**src/rtl/egress_rd_req_gen.sv**
```systemverilog
// Memory Read request generator: arbitrates three read clients, allocates a PCIe tag,
// emits a single-beat MRd TLP header and publishes {dst, tag} for completion routing.
module egress_rd_req_gen #(
  parameter int unsigned TAG_W           = 5,
  parameter int unsigned DST_W           = 2,
  parameter int unsigned T_W             = TAG_W + DST_W,
  parameter logic [15:0] REQ_ID          = 16'h0000,
  parameter int unsigned PCIE_DATA_WIDTH = 128,
  parameter int unsigned PCIE_DATA_KW    = PCIE_DATA_WIDTH / 32,
  parameter int unsigned PCIE_TUSER_W    = 22
) (
  input  logic                       clk,
  input  logic                       rst_n,

  input  logic [63:0]                s_rxsgl_addr,
  input  logic [9:0]                 s_rxsgl_len,
  input  logic                       s_rxsgl_valid,
  output logic                       s_rxsgl_rdy,

  input  logic [63:0]                s_txsgl_addr,
  input  logic [9:0]                 s_txsgl_len,
  input  logic                       s_txsgl_valid,
  output logic                       s_txsgl_rdy,

  input  logic [63:0]                s_rxdat_addr,
  input  logic [9:0]                 s_rxdat_len,
  input  logic                       s_rxdat_valid,
  output logic                       s_rxdat_rdy,

  input  logic                       m_axis_rx_tready,
  output logic [PCIE_DATA_WIDTH-1:0] m_axis_rx_tdata,
  output logic [PCIE_DATA_KW-1:0]    m_axis_rx_tkeep,
  output logic                       m_axis_rx_sop,
  output logic                       m_axis_rx_eop,
  output logic                       m_axis_rx_tvalid,
  output logic [PCIE_TUSER_W-1:0]    m_axis_rx_tuser,

  output logic [T_W-1:0]             tag,
  output logic                       tag_vld,
  input  logic [TAG_W-1:0]           tag_free,
  input  logic                       tag_free_vld,
  output logic [TAG_W:0]             outstanding,
  output logic                       err_dbl_free
);

  localparam int unsigned NumTags = 1 << TAG_W;

  localparam logic [DST_W-1:0] DstRxSgl = DST_W'(0);
  localparam logic [DST_W-1:0] DstTxSgl = DST_W'(1);
  localparam logic [DST_W-1:0] DstRxDat = DST_W'(3);

  typedef enum logic {StIdle, StSend} state_e;

  state_e                     state_q;
  logic [1:0]                 rr_q;
  logic [PCIE_DATA_WIDTH-1:0] tdata_q;
  logic [PCIE_DATA_KW-1:0]    tkeep_q;
  logic [T_W-1:0]             tag_q;
  logic [NumTags-1:0]         free_q, free_d;
  logic [TAG_W:0]             outstanding_q, outstanding_d;
  logic                       err_q;

  logic [3:0]                 req_vld;
  logic [1:0]                 ord0, ord1, ord2;
  logic                       gnt_any;
  logic [1:0]                 gnt_idx;
  logic [1:0]                 rr_next;
  logic                       pool_avail;
  logic [TAG_W-1:0]           alloc_tag;
  logic                       accept;
  logic                       handshake;
  logic                       rel_ok;
  logic                       rel_dbl;

  logic [63:0]                sel_addr;
  logic [9:0]                 sel_len;
  logic [DST_W-1:0]           sel_dst;
  logic                       is_4dw;
  logic [31:0]                dw0, dw1, dw2, dw3;
  logic [PCIE_DATA_WIDTH-1:0] hdr_data;
  logic [PCIE_DATA_KW-1:0]    hdr_keep;

  // Round-robin: search starts at rr_q and wraps in rx SGL -> tx SGL -> rx data order.
  always_comb begin
    req_vld = {1'b0, s_rxdat_valid, s_txsgl_valid, s_rxsgl_valid};
    unique case (rr_q)
      2'd1:    begin ord0 = 2'd1; ord1 = 2'd2; ord2 = 2'd0; end
      2'd2:    begin ord0 = 2'd2; ord1 = 2'd0; ord2 = 2'd1; end
      default: begin ord0 = 2'd0; ord1 = 2'd1; ord2 = 2'd2; end
    endcase
    gnt_any = 1'b1;
    if (req_vld[ord0])      gnt_idx = ord0;
    else if (req_vld[ord1]) gnt_idx = ord1;
    else if (req_vld[ord2]) gnt_idx = ord2;
    else begin
      gnt_idx = 2'd0;
      gnt_any = 1'b0;
    end
    rr_next = (gnt_idx == 2'd2) ? 2'd0 : gnt_idx + 2'd1;
  end

  always_comb begin
    alloc_tag = '0;
    for (int i = NumTags - 1; i >= 0; i--) begin
      if (free_q[i]) alloc_tag = TAG_W'(i);
    end
  end

  assign pool_avail = |free_q;
  assign accept     = (state_q == StIdle) && gnt_any && pool_avail;
  assign handshake  = (state_q == StSend) && m_axis_rx_tready;

  assign s_rxsgl_rdy = accept && (gnt_idx == 2'd0);
  assign s_txsgl_rdy = accept && (gnt_idx == 2'd1);
  assign s_rxdat_rdy = accept && (gnt_idx == 2'd2);

  always_comb begin
    unique case (gnt_idx)
      2'd0: begin sel_addr = s_rxsgl_addr; sel_len = s_rxsgl_len; sel_dst = DstRxSgl; end
      2'd1: begin sel_addr = s_txsgl_addr; sel_len = s_txsgl_len; sel_dst = DstTxSgl; end
      default: begin
        sel_addr = s_rxdat_addr;
        sel_len  = s_rxdat_len;
        sel_dst  = DstRxDat;
      end
    endcase
  end

  // MRd header; fmt/type/TC/attr/TD/EP all zero apart from the 4DW fmt bit.
  always_comb begin
    is_4dw = |sel_addr[63:32];
    dw0    = {is_4dw ? 3'b001 : 3'b000, 5'b00000, 14'd0, sel_len};
    dw1    = {REQ_ID, 8'(alloc_tag), (sel_len == 10'd1) ? 4'h0 : 4'hF, 4'hF};
    dw2    = is_4dw ? sel_addr[63:32] : {sel_addr[31:2], 2'b00};
    dw3    = is_4dw ? {sel_addr[31:2], 2'b00} : 32'h0;
    hdr_data        = '0;
    hdr_data[127:0] = {dw3, dw2, dw1, dw0};
    hdr_keep        = '0;
    hdr_keep[3:0]   = is_4dw ? 4'hF : 4'h7;
  end

  always_ff @(posedge clk or negedge rst_n) begin
    if (!rst_n) begin
      state_q <= StIdle;
      rr_q    <= 2'd0;
      tdata_q <= '0;
      tkeep_q <= '0;
      tag_q   <= '0;
    end else begin
      unique case (state_q)
        StIdle: begin
          if (accept) begin
            state_q <= StSend;
            rr_q    <= rr_next;
            tdata_q <= hdr_data;
            tkeep_q <= hdr_keep;
            tag_q   <= {sel_dst, alloc_tag};
          end
        end
        StSend: begin
          if (m_axis_rx_tready) state_q <= StIdle;
        end
        default: state_q <= StIdle;
      endcase
    end
  end

  // Tag is only taken from the pool on the handshake, so a reset mid-SEND loses nothing.
  always_comb begin
    rel_ok  = tag_free_vld && !free_q[tag_free];
    rel_dbl = tag_free_vld && free_q[tag_free];
    free_d  = free_q;
    if (handshake) free_d[tag_q[TAG_W-1:0]] = 1'b0;
    if (rel_ok)    free_d[tag_free] = 1'b1;
    outstanding_d = outstanding_q;
    if (handshake && !rel_ok)      outstanding_d = outstanding_q + 1'b1;
    else if (!handshake && rel_ok) outstanding_d = outstanding_q - 1'b1;
  end

  always_ff @(posedge clk or negedge rst_n) begin
    if (!rst_n) begin
      free_q        <= '1;
      outstanding_q <= '0;
      err_q         <= 1'b0;
    end else begin
      free_q        <= free_d;
      outstanding_q <= outstanding_d;
      if (rel_dbl) err_q <= 1'b1;
    end
  end

  assign m_axis_rx_tvalid = (state_q == StSend);
  assign m_axis_rx_sop    = m_axis_rx_tvalid;
  assign m_axis_rx_eop    = m_axis_rx_tvalid;
  assign m_axis_rx_tdata  = tdata_q;
  assign m_axis_rx_tkeep  = tkeep_q;
  assign m_axis_rx_tuser  = '0;
  assign tag              = tag_q;
  assign tag_vld          = handshake;
  assign outstanding      = outstanding_q;
  assign err_dbl_free     = err_q;

  // Address bits [1:0] are DW-alignment slack and never reach the header.
  logic unused_addr_lsb;
  assign unused_addr_lsb = ^{s_rxsgl_addr[1:0], s_txsgl_addr[1:0], s_rxdat_addr[1:0],
                             sel_addr[1:0]};

endmodule

```
**config.mk**
```make
export PLATFORM = sky130hd
export DESIGN_NAME = egress_rd_req_gen
export DESIGN_NICKNAME = d
export VERILOG_FILES = /design/src/rtl/egress_rd_req_gen.sv
export SDC_FILE = /design/constraint.sdc
export NUM_CORES = 1
export LEC_CHECK = 0
export ABC_AREA = 1
export CORE_AREA = 2 2 159 161
export DETAILED_ROUTE_END_ITERATION = 10
export DIE_AREA = 0 0 161 163
export PLACE_DENSITY = 0.76
export SLEW_MARGIN = 0
export SYNTH_ARGS = -nofsm -noshare
export SYNTH_HDL_FRONTEND = slang
export SYNTH_SLANG_ARGS = --single-unit
export TNS_END_PERCENT = 5
```
**constraint.sdc**
```tcl
create_clock -name clk -period 3.75 [get_ports clk]
set_input_delay 0.5625 -clock clk [delete_from_list [all_inputs] [get_ports clk]]
set_output_delay 0.5625 -clock clk [all_outputs]
set_load 0.005 [all_outputs]
```
==> metrics.csv <==
stage,metric,value,unit
timing,slew_viol_final,0,
timing,setup_viol,0,
synthesis,synthArstFlopShare,100,%
critical_path,cp_data_required_time,4.05,ns
timing,worst_slew_pin_slew,0.624,ns
clocking,cts.sinks,124,
route,drtAntennaViolNets,0,
synthesis,synth_area,7850,µm²
clocking,cts_hold_buf,0,
route,drc,0,
timing,layout_min_cycle_time,3.55,ns
critical_path,worstReg2RegStart,rr_q[0]$_DFFE_PN0P_,
die,die_h,163,µm
critical_path,crit_path_end_kind,flop,
synthesis,synth_top_area_cell,dfrtp_1,
place,place_area,11600,µm²
final_layout,fin_nets,1630,
die,initial_core_util,31.8,%
place,hpwl,25.3,mm
synthesis,syn_avg_cell_area,7.55,µm²
synthesis,synth-edff-count,0,
hold_path,hp-class,in -> async,
synthesis,synth_area_leaders,"dfrtp_1 (29%), nand2_1 (14%), dfstp_2 (11%)",
timing,period_share,94.7,%
route,drt-total-wl,33.1,mm
synthesis,ys_types,45,
critical_path,rrSetupSlack,0.23,ns
die,fp-row-count,58,
critical_path,r2r_end,m_axis_rx_tdata[98]$_DFFE_PN0P_,
timing,max_slew_margin,58.4,%
place,port_buffers,338,
clocking,numCtsBuffers,17,
global_routing,grt_antenna_before_repair,6,
route,drt_pass1_iterations,5,
critical_path,cp.arrival,3.85,ns
synthesis,netlist_instances,1039,
global_routing,grt_overflow_total,0,
route,vias,8726,
synthesis,synth-seq-area-share,40.1,%
final_layout,nFillCells,2431,
critical_path,critPathLaunchType,primary input,
clocking,cts_tree,built,
timing,fin_skew,0.0160,ns
job,maxCapViolCount,0,
timing,hold_viol,0,
synthesis,synth_warnings,0,
power_and_ir_drop,p_leak,5.37,nW
timing,max_freq,281,MHz
place,gp_congestion,0.953,
outcome,status,"finished, final reports clean",
clocking,cts_buffer_depth,2,
clocking,clk_pin_slew,0.06,ns
die,core_area,24700,µm²
clocking,clk_latency,0.42,ns
critical_path,worstSetupPathType,in -> reg,
clocking,htree_num_levels,4,
power_and_ir_drop,p_per_area,838,nW/µm²
final_layout,layout-area-overhead-vs-synth,55.9,%
die,num_io_pins,409,
critical_path,reg2reg_depth,18,
global_routing,grt_pass1_vias,8685,
synthesis,yosys_register_bits,124,
global_routing,grt_use_total,24.9,%
global_routing,grt_first_pass_wirelength,50.1,mm
die,dieArea,26200,µm²
route,vias_per_cell,5.02,
global_routing,grt_max_degree,68,
route,wire_per_inst,19.1,µm
power_and_ir_drop,peakVddDrop,426,µV
synthesis,synth.top_cell.area_share,29.3,%
route,drtIter0Drc,594,
die,die_x,161,µm
timing,grt_setup_unrepaired,true,
clocking,cts_root_buf,clkbuf_16,
critical_path,path_max_fanout,7,
synthesis,synthFlopType,dfrtp_1,
timing,setup_tns,0,ns
final_layout,drive_above_1_share,12.0,%
final_layout,design_area,12200,µm²
==> metal layers <==
metal	track usage (%)	share of wire (%)	vias to the layer above
met3	6.32	7.7	48
li1	-	-	4055
met1	30.4	40	4179
met5	0	0	-
met4	8.44	2.4	0
met2	42.9	50	444
==> flip-flops by register name (all words and copies together), names as in the netlist <==
| register | count |
|---|---|
| free_q | 32 |
| m_axis_rx_tdata | 74 |
| rr_q | 2 |
| m_axis_rx_eop | 1 |
| tag | 7 |
| err_dbl_free | 1 |
| outstanding | 6 |
| m_axis_rx_tkeep | 1 |
==> worst max path at each step <==
stage	from	endpoint	slack, ns	cells past startpoint
finish	tag_free[0]	outstanding[5]$_DFFE_PN0P_	0.20	19
global route	tag_free[0]	outstanding[5]$_DFFE_PN0P_	-0.02	19
CTS	rr_q[0]$_DFFE_PN0P_	m_axis_rx_tdata[98]$_DFFE_PN0P_	0.02	19
detailed placement	s_txsgl_valid	m_axis_rx_tdata[98]$_DFFE_PN0P_	-0.35	19
global placement	s_txsgl_valid	m_axis_rx_tdata[98]$_DFFE_PN0P_	-0.29	19
floorplan	tag_free[0]	outstanding[5]$_DFFE_PN0P_	0.22	18
==> synthesized netlist by cell type, types with 10 or more instances <==
master and instances:
a21oi_1 16, a22o_1 10, a22oi_1 32, buf_4 81
clkbuf_1 37, dfrtp_1 92, dfstp_2 32, inv_1 82
nand2_1 297, nand3_1 30, nor2_1 36, nor3_1 10
o21ai_0 83, o21ai_1 60, o221ai_1 38, or2_2 32
==> cell families after synthesis <==
| group | Yosys count | synth area share, % |
|---|---|---|
| AO/OA/AOI/OAI | 267 | 21.4 |
| XOR/XNOR | 2 | 0.223 |
| adder cells (fa/ha/maj) | 8 | 1.37 |
| buffers and inverters | 213 | 14.3 |
| flip-flops | 124 | 40.1 |
| other | 1 | 0.0478 |
| AND/OR/NAND/NOR | 424 | 22.6 |
==> where the power goes <==
part / total, mW / internal [mW] / switching, mW
Combinational: 5.99 / 2.65 / 3.35
Sequential: 2.60 / 2.10 / 0.499
Clock: 1.66 / 1.02 / 0.648
==> cell type report <==
class / instances / area [µm²] / area share, %
repair buffers: 394 / 3870 / 31.6
well taps: 330 / 413 / 3.38
multi-input cells: 765 / 3890 / 31.8
clock buffers: 22 / 464 / 3.79
flip-flops and latches: 124 / 3140 / 25.7
inverters: 86 / 323 / 2.64
clock inverters: 10 / 119 / 0.972
diodes: 6 / 15.0 / 0.123
==> through the flow <==
step	util (%)	power, mW	setup WS, ns	hold slack [ns]	instances
after floorplan	-	5.68	0.223	0.267	1102
after global placement	46.9	8.39	-0.286	0.443	1699
after detailed placement	46.9	8.51	-0.349	0.450	1699
after CTS	49.3	10.2	0.0197	0.122	1731
after global routing	49.6	11.0	-0.0171	0.131	1736
final	49.6	10.3	0.197	0.111	1737
==> placed cells by master, fill, tap and decap left out, types with 5 or more instances in the layout <==
| cell type | n |
|---|---|
| buf_12 | 5 |
| clkdlybuf4s50_1 | 337 |
| or2_2 | 32 |
| buf_4 | 51 |
| clkbuf_16 | 17 |
| ha_1 | 6 |
| o21ai_0 | 83 |
| o21ai_1 | 60 |
| dfrtp_1 | 92 |
| a22oi_1 | 31 |
| a22o_1 | 10 |
| nor2_1 | 35 |
| diode_2 | 6 |
| nand3_1 | 29 |
| conb_1 | 64 |
| a21oi_1 | 14 |
| nand4_1 | 7 |
| dfstp_2 | 32 |
| inv_1 | 82 |
| nor3_1 | 10 |
| o221ai_1 | 37 |
| nand2_1 | 297 |
==> worst max-delay path, cell delays in order <==
cell and delay [ns]:
clkdlybuf4s50_1 0.48, nand2_1 0.09, inv_1 0.12, buf_4 0.19
a22oi_1 0.17, o221ai_1 0.17, a221oi_2 0.34, nand3_2 0.16
ha_1 0.22, inv_1 0.08, ha_1 0.24, a21oi_1 0.16
inv_1 0.05, a31oi_1 0.18, nor2_1 0.08, o21a_1 0.18
o21ai_0 0.14, nand3_1 0.10, xnor2_1 0.13
==> repair_timing <==
item | in CTS | in global routing
endpoints found under the setup margin | 0 | 64
endpoints found under the hold margin | 0 | 0
buffers inserted | 0 | 0
resized for setup | 0 | 11
(Power assumes the default switching activity.)
